## config.mk

```make
export PLATFORM = sky130hd
export DESIGN_NAME = imem_loader
export DESIGN_NICKNAME = d
export VERILOG_FILES = /design/src/rtl/imem_loader_pkg.sv /design/src/rtl/imem_loader_word_assembler.sv /design/src/rtl/imem_loader.sv
export SDC_FILE = /design/constraint.sdc
export NUM_CORES = 1
export LEC_CHECK = 0
export ABC_AREA = 1
export CAP_MARGIN = 15
export CORE_UTILIZATION = 35
export DETAILED_ROUTE_END_ITERATION = 10
export PLACE_DENSITY = 0.61
export SLEW_MARGIN = 15
export SYNTH_ARGS = -nofsm -noshare
export SYNTH_HDL_FRONTEND = slang
export SYNTH_HIERARCHICAL = 1
export SYNTH_SLANG_ARGS = --single-unit
```

## constraint.sdc

```tcl
create_clock -name clk -period 3.5 [get_ports clk]
set_clock_uncertainty 0.2 [all_clocks]
set_input_delay 0.35 -clock clk [delete_from_list [all_inputs] [get_ports clk]]
set_output_delay 0.35 -clock clk [all_outputs]
set_load 0.05 [all_outputs]
```

## src/rtl/imem_loader_pkg.sv

```systemverilog
// Shared types and constants for the instruction memory loader.
// Frame: count (big-endian), data words (big-endian), checksum byte.
package imem_loader_pkg;

  typedef enum logic [2:0] {
    ST_CNT_HI = 3'd0,
    ST_CNT_LO = 3'd1,
    ST_DATA   = 3'd2,
    ST_CSUM   = 3'd3,
    ST_DONE   = 3'd4,
    ST_ERROR  = 3'd5
  } state_t;

  localparam int CHK_W          = 8;
  localparam int BYTES_PER_WORD = 4;

  localparam int FLD_CNT_HI = 0;
  localparam int FLD_CNT_LO = 1;
  localparam int FLD_DATA   = 2;
  localparam int FLD_CSUM   = 3;

endpackage

```

## src/rtl/imem_loader_word_assembler.sv

```systemverilog
// Shifts bytes into a 32-bit big-endian word.
// Pulses word_valid the cycle after the last byte of a word.
module word_assembler
  import imem_loader_pkg::*;
(
  input  logic        clk,
  input  logic        rst,
  input  logic        clr,
  input  logic        byte_en,
  input  logic [7:0]  byte_data,
  output logic [1:0]  byte_cnt,
  output logic        word_valid,
  output logic [31:0] word
);

  localparam logic [1:0] LAST = 2'(BYTES_PER_WORD - 1);

  always_ff @(posedge clk or posedge rst) begin
    if (rst) begin
      byte_cnt   <= '0;
      word_valid <= 1'b0;
      word       <= '0;
    end else if (clr) begin
      byte_cnt   <= '0;
      word_valid <= 1'b0;
      word       <= '0;
    end else begin
      word_valid <= byte_en && (byte_cnt == LAST);
      if (byte_en) begin
        word     <= {word[23:0], byte_data};
        byte_cnt <= byte_cnt + 2'd1;
      end
    end
  end

endmodule

```

## src/rtl/imem_loader.sv

```systemverilog
// Boot loader: fills instruction memory from a framed byte stream
// and releases the core once the checksum matches.
module imem_loader
  import imem_loader_pkg::*;
#(
  parameter int ADDR_W    = 32,
  parameter int MAX_WORDS = 64,
  parameter int BASE_ADDR = 0
) (
  input  logic              clk,
  input  logic              rst,
  input  logic [7:0]        in_data,
  input  logic              in_valid,
  output logic              in_ready,
  input  logic              restart,
  output logic              mem_wr_en,
  output logic [ADDR_W-1:0] mem_wr_addr,
  output logic [31:0]       mem_wr_data,
  output logic              cpu_hold,
  output logic              done,
  output logic              error
);

  localparam int IDX_W = $clog2(MAX_WORDS + 1);

  state_t             state, state_n;
  logic [7:0]         cnt_hi;
  logic [15:0]        n_words;
  logic [15:0]        n_in;
  logic [IDX_W-1:0]   idx;
  logic [CHK_W-1:0]   acc;
  logic               accept;
  logic               restart_ok;
  logic               last_word;
  logic [1:0]         byte_cnt;

  assign in_ready   = (state != ST_DONE) && (state != ST_ERROR);
  assign accept     = in_valid && in_ready;
  assign restart_ok = restart && !in_ready;
  assign n_in       = {cnt_hi, in_data};
  assign last_word  = (17'(idx) + 17'd1) == 17'(n_words);

  // Address follows the word index, which advances after each write.
  assign mem_wr_addr = ADDR_W'(BASE_ADDR) + (ADDR_W'(idx) << 2);

  word_assembler u_asm (
    .clk        (clk),
    .rst        (rst),
    .clr        (restart_ok),
    .byte_en    (accept && (state == ST_DATA)),
    .byte_data  (in_data),
    .byte_cnt   (byte_cnt),
    .word_valid (mem_wr_en),
    .word       (mem_wr_data)
  );

  always_comb begin
    state_n = state;
    unique case (state)
      ST_CNT_HI: if (accept) state_n = ST_CNT_LO;
      ST_CNT_LO: begin
        if (accept) begin
          if (n_in > 16'(MAX_WORDS)) state_n = ST_ERROR;
          else if (n_in == 16'd0)    state_n = ST_CSUM;
          else                       state_n = ST_DATA;
        end
      end
      ST_DATA: begin
        if (accept && byte_cnt == 2'(BYTES_PER_WORD - 1) && last_word)
          state_n = ST_CSUM;
      end
      ST_CSUM: begin
        if (accept) state_n = (in_data == acc) ? ST_DONE : ST_ERROR;
      end
      ST_DONE:  if (restart) state_n = ST_CNT_HI;
      ST_ERROR: if (restart) state_n = ST_CNT_HI;
      default:  state_n = ST_CNT_HI;
    endcase
  end

  always_ff @(posedge clk or posedge rst) begin
    if (rst) begin
      state    <= ST_CNT_HI;
      cnt_hi   <= '0;
      n_words  <= '0;
      idx      <= '0;
      acc      <= '0;
      cpu_hold <= 1'b1;
      done     <= 1'b0;
      error    <= 1'b0;
    end else begin
      state    <= state_n;
      cpu_hold <= (state_n != ST_DONE);
      done     <= (state_n == ST_DONE);
      error    <= (state_n == ST_ERROR);
      if (accept && state == ST_CNT_HI) cnt_hi <= in_data;
      if (accept && state == ST_CNT_LO) n_words <= n_in;
      if (restart_ok) begin
        idx <= '0;
        acc <= '0;
      end else begin
        if (mem_wr_en) idx <= idx + 1'b1;
        if (accept && state == ST_DATA) acc <= acc + in_data;
      end
    end
  end

endmodule

```

==> metrics <==
status finished, final reports clean; Seq pwr share 41.4%; final count of negative-setup-slack endpoints 0; peak supply drop 332 uV; total gr overflow 0; Psw 1.07 mW; clock input transition at the sequential cells of the worst setup and hold paths 0.07 ns; placed inst area 4680 sq um; H-tree depth 3; cell row count 39; Placement Setup Slack 0.993 ns; setup_tns 0 ns; Post-Synth Simple-Gate Area 27.3%; fmax 445 MHz; WHS 0.179 ns; Compound-Gate Fraction of Synth Area 7.16%; Max Cap Viol 0; Worst-Margin Slew 0.757 ns; fin. max-slew vios 0; Power, Total 2.89 mW; CTS Buffer Depth 2; first-pass GRT wire length 14500 um; largest net degree at the start of global routing 46; Tot GR Track Use 15.6%; Vias 3248; DIE HEIGHT 110 um; clock power share 30.4%; Core Region 11400 sq um; synthesized area 4110 sq um; Total Routed Length 8860 um; Logic pwr share 28.2%; DRT Pass-1 Iters 4; Post-DP HPWL 6350 um; Leakage Power 2.47 nW; Internal Power 1.82 mW; PortBufs 55; Switching Share 37.0%; Top delay family on crit path buffers and inverters; Min-Delay Path Class in -> async; xor-xnor portion of the synthesized cell area 1.25%; # IOs 81; hold_buf cts 0; die width 110 um; CTS Buf Count 9; share of layout cells above drive strength 1 8.91%; Root Buffer clkbuf_16; number of gates resized after cts 0; Nets 578; Post-Syn Instances 502; Synth cell types 36; Antenna Nets Post-Route 0; Starting Density 36.0%; initial DRC count 169; Finished Cell Area 4960 sq um; final-report hold violation count 0; P per Cell Area 583 nW/um^2; Slew HR 49.4%; crit path max fanout 39; Worst Reg-to-Reg Cells 8; register area share after synthesis 48.8%; Cell Chain, Critical Path inv_2 -> nand2_1 -> nor2_2 -> nand2_1 -> inv_1 -> buf_4 -> o21ai_0 -> o21ai_0; Clock Latency Late Sink 0.33 ns; Layout Utilization 43.4%; final std cells w/o fill 704; # clock sinks 80; WP data arrival 2.29 ns; Final WS setup 1.25 ns; Critical Path Start Type flip-flop; RSZ-0062 raised after global routing no; Post-CTS Setup Bufs 0; Worst Path Required 3.55 ns; crit share post-route 64.2%; ys flop type dfrtp_1; Setup crit end kind flip-flop; Layout area overhead 20.6%; Post-synth EDFFs 0; WL/cell 12.6 um; vias per cell 4.61; GP Congestion 0.848; n_diodes 0; Crit path depth 8; CP Class reg -> reg; drt drc 0; fin crit period 2.25 ns; async set-or-reset flop fraction in the synthesized netlist 100%; placed cells 688; yosys synthesis warning count 6; post-synthesis mux area share 0%; slowest cell on the critical path dfrtp_1; largest family of logic cells by synthesized area simple AND/OR/NAND/NOR gates; synthesized area per cell 8.19 sq um; initial antenna violation count 0; TritonCTS clock tree built; vias in the first global route 3044; max incr delay on CP 0.43 ns; Bufs and invs on worst path 3; flops & latches, synth 80; Synth Area in Adders 3.23%; Die ar. 12200 sq um
==> synth_stat cells (2+ instances only) <==
library cell	instances	area (sq um)
nand2_1	148	556
dfrtp_1	79	1980
nand3_1	60	300
inv_1	49	184
o21ai_0	30	150
buf_4	26	195
nor2_1	25	93.8
buf_2	10	50.1
ha_1	9	113
inv_2	8	30.0
o21ai_1	7	35.0
a21oi_1	6	30.0
o22ai_1	6	37.5
nand3_2	5	50.1
buf_6	3	33.8
nand2_2	3	18.8
nand4_1	3	18.8
nor2_4	3	33.8
xor2_1	3	26.3
a21oi_2	2	17.5
nor2_2	2	12.5
==> power by group through the flow <==
stage               Sequential (mW)  Clock, mW  Combinational [mW]
floorplan                      1.26          0               0.604
global placement               1.21          0               0.806
global route                   1.21      0.938               0.918
CTS                            1.20      0.903               0.823
finish                         1.20      0.880               0.816
detailed placement             1.22          0               0.816
==> registers in the layout, indices dropped and copies added (netlist names) <==
signal,flops
u_asm/word_valid,1
idx,7
error,1
done,1
acc,8
cpu_hold,1
n_words,16
u_asm/byte_cnt,2
state,3
cnt_hi,8
u_asm/word,32
==> final cells by class <==
type | instances | area (sq um)
well taps | 143 | 179
clock buffers | 9 | 225
inverters | 57 | 214
fillers | 1162 | 6460
clock inverters | 7 | 53.8
multi-input cells | 348 | 1690
flip-flops and latches | 80 | 2000
repair buffers | 60 | 588
==> routing by layer <==
metal | vias to the layer above | GRT usage (%) | share of wire, %
met5 | - | 0 | 0
met2 | 76 | 24.8 | 46
met1 | 1505 | 21.0 | 47
li1 | 1652 | - | -
met4 | 0 | 5.92 | 2.2
met3 | 15 | 3.00 | 4.1
==> placed cells by master, fill, tap and decap left out, types with 9 or more instances in the layout <==
cell / n
inv_1: 49
nand3_1: 60
clkbuf_16: 9
o21ai_0: 30
clkdlybuf4s50_1: 55
conb_1: 25
nor2_1: 25
dfrtp_1: 79
ha_1: 9
nand2_1: 148
==> final timing paths <==
kind	slack, ns	to	startpoint
min in group clk	0.27	u_asm/word[28]	u_asm/word[28]
setup reg to reg	1.25	acc[5]	state[2]
setup / recovery	1.25	acc[5]	state[2]
hold reg to reg	0.27	u_asm/word[28]	u_asm/word[28]
max in group asynchronous	2.25	u_asm/word[8]	rst
hold / removal	0.18	u_asm/word_valid	rst
==> cell families (layout without fill, tap and decap cells) <==
family | count (synthesis) | after routing
AO/OA/AOI/OAI | 54 | 54
XOR/XNOR | 5 | 5
adder cells (fa/ha/maj) | 10 | 10
buffers and inverters | 98 | 133
flip-flops | 80 | 80
other | 1 | 25
AND/OR/NAND/NOR | 254 | 254
Power figures use the tool's default switching activity.
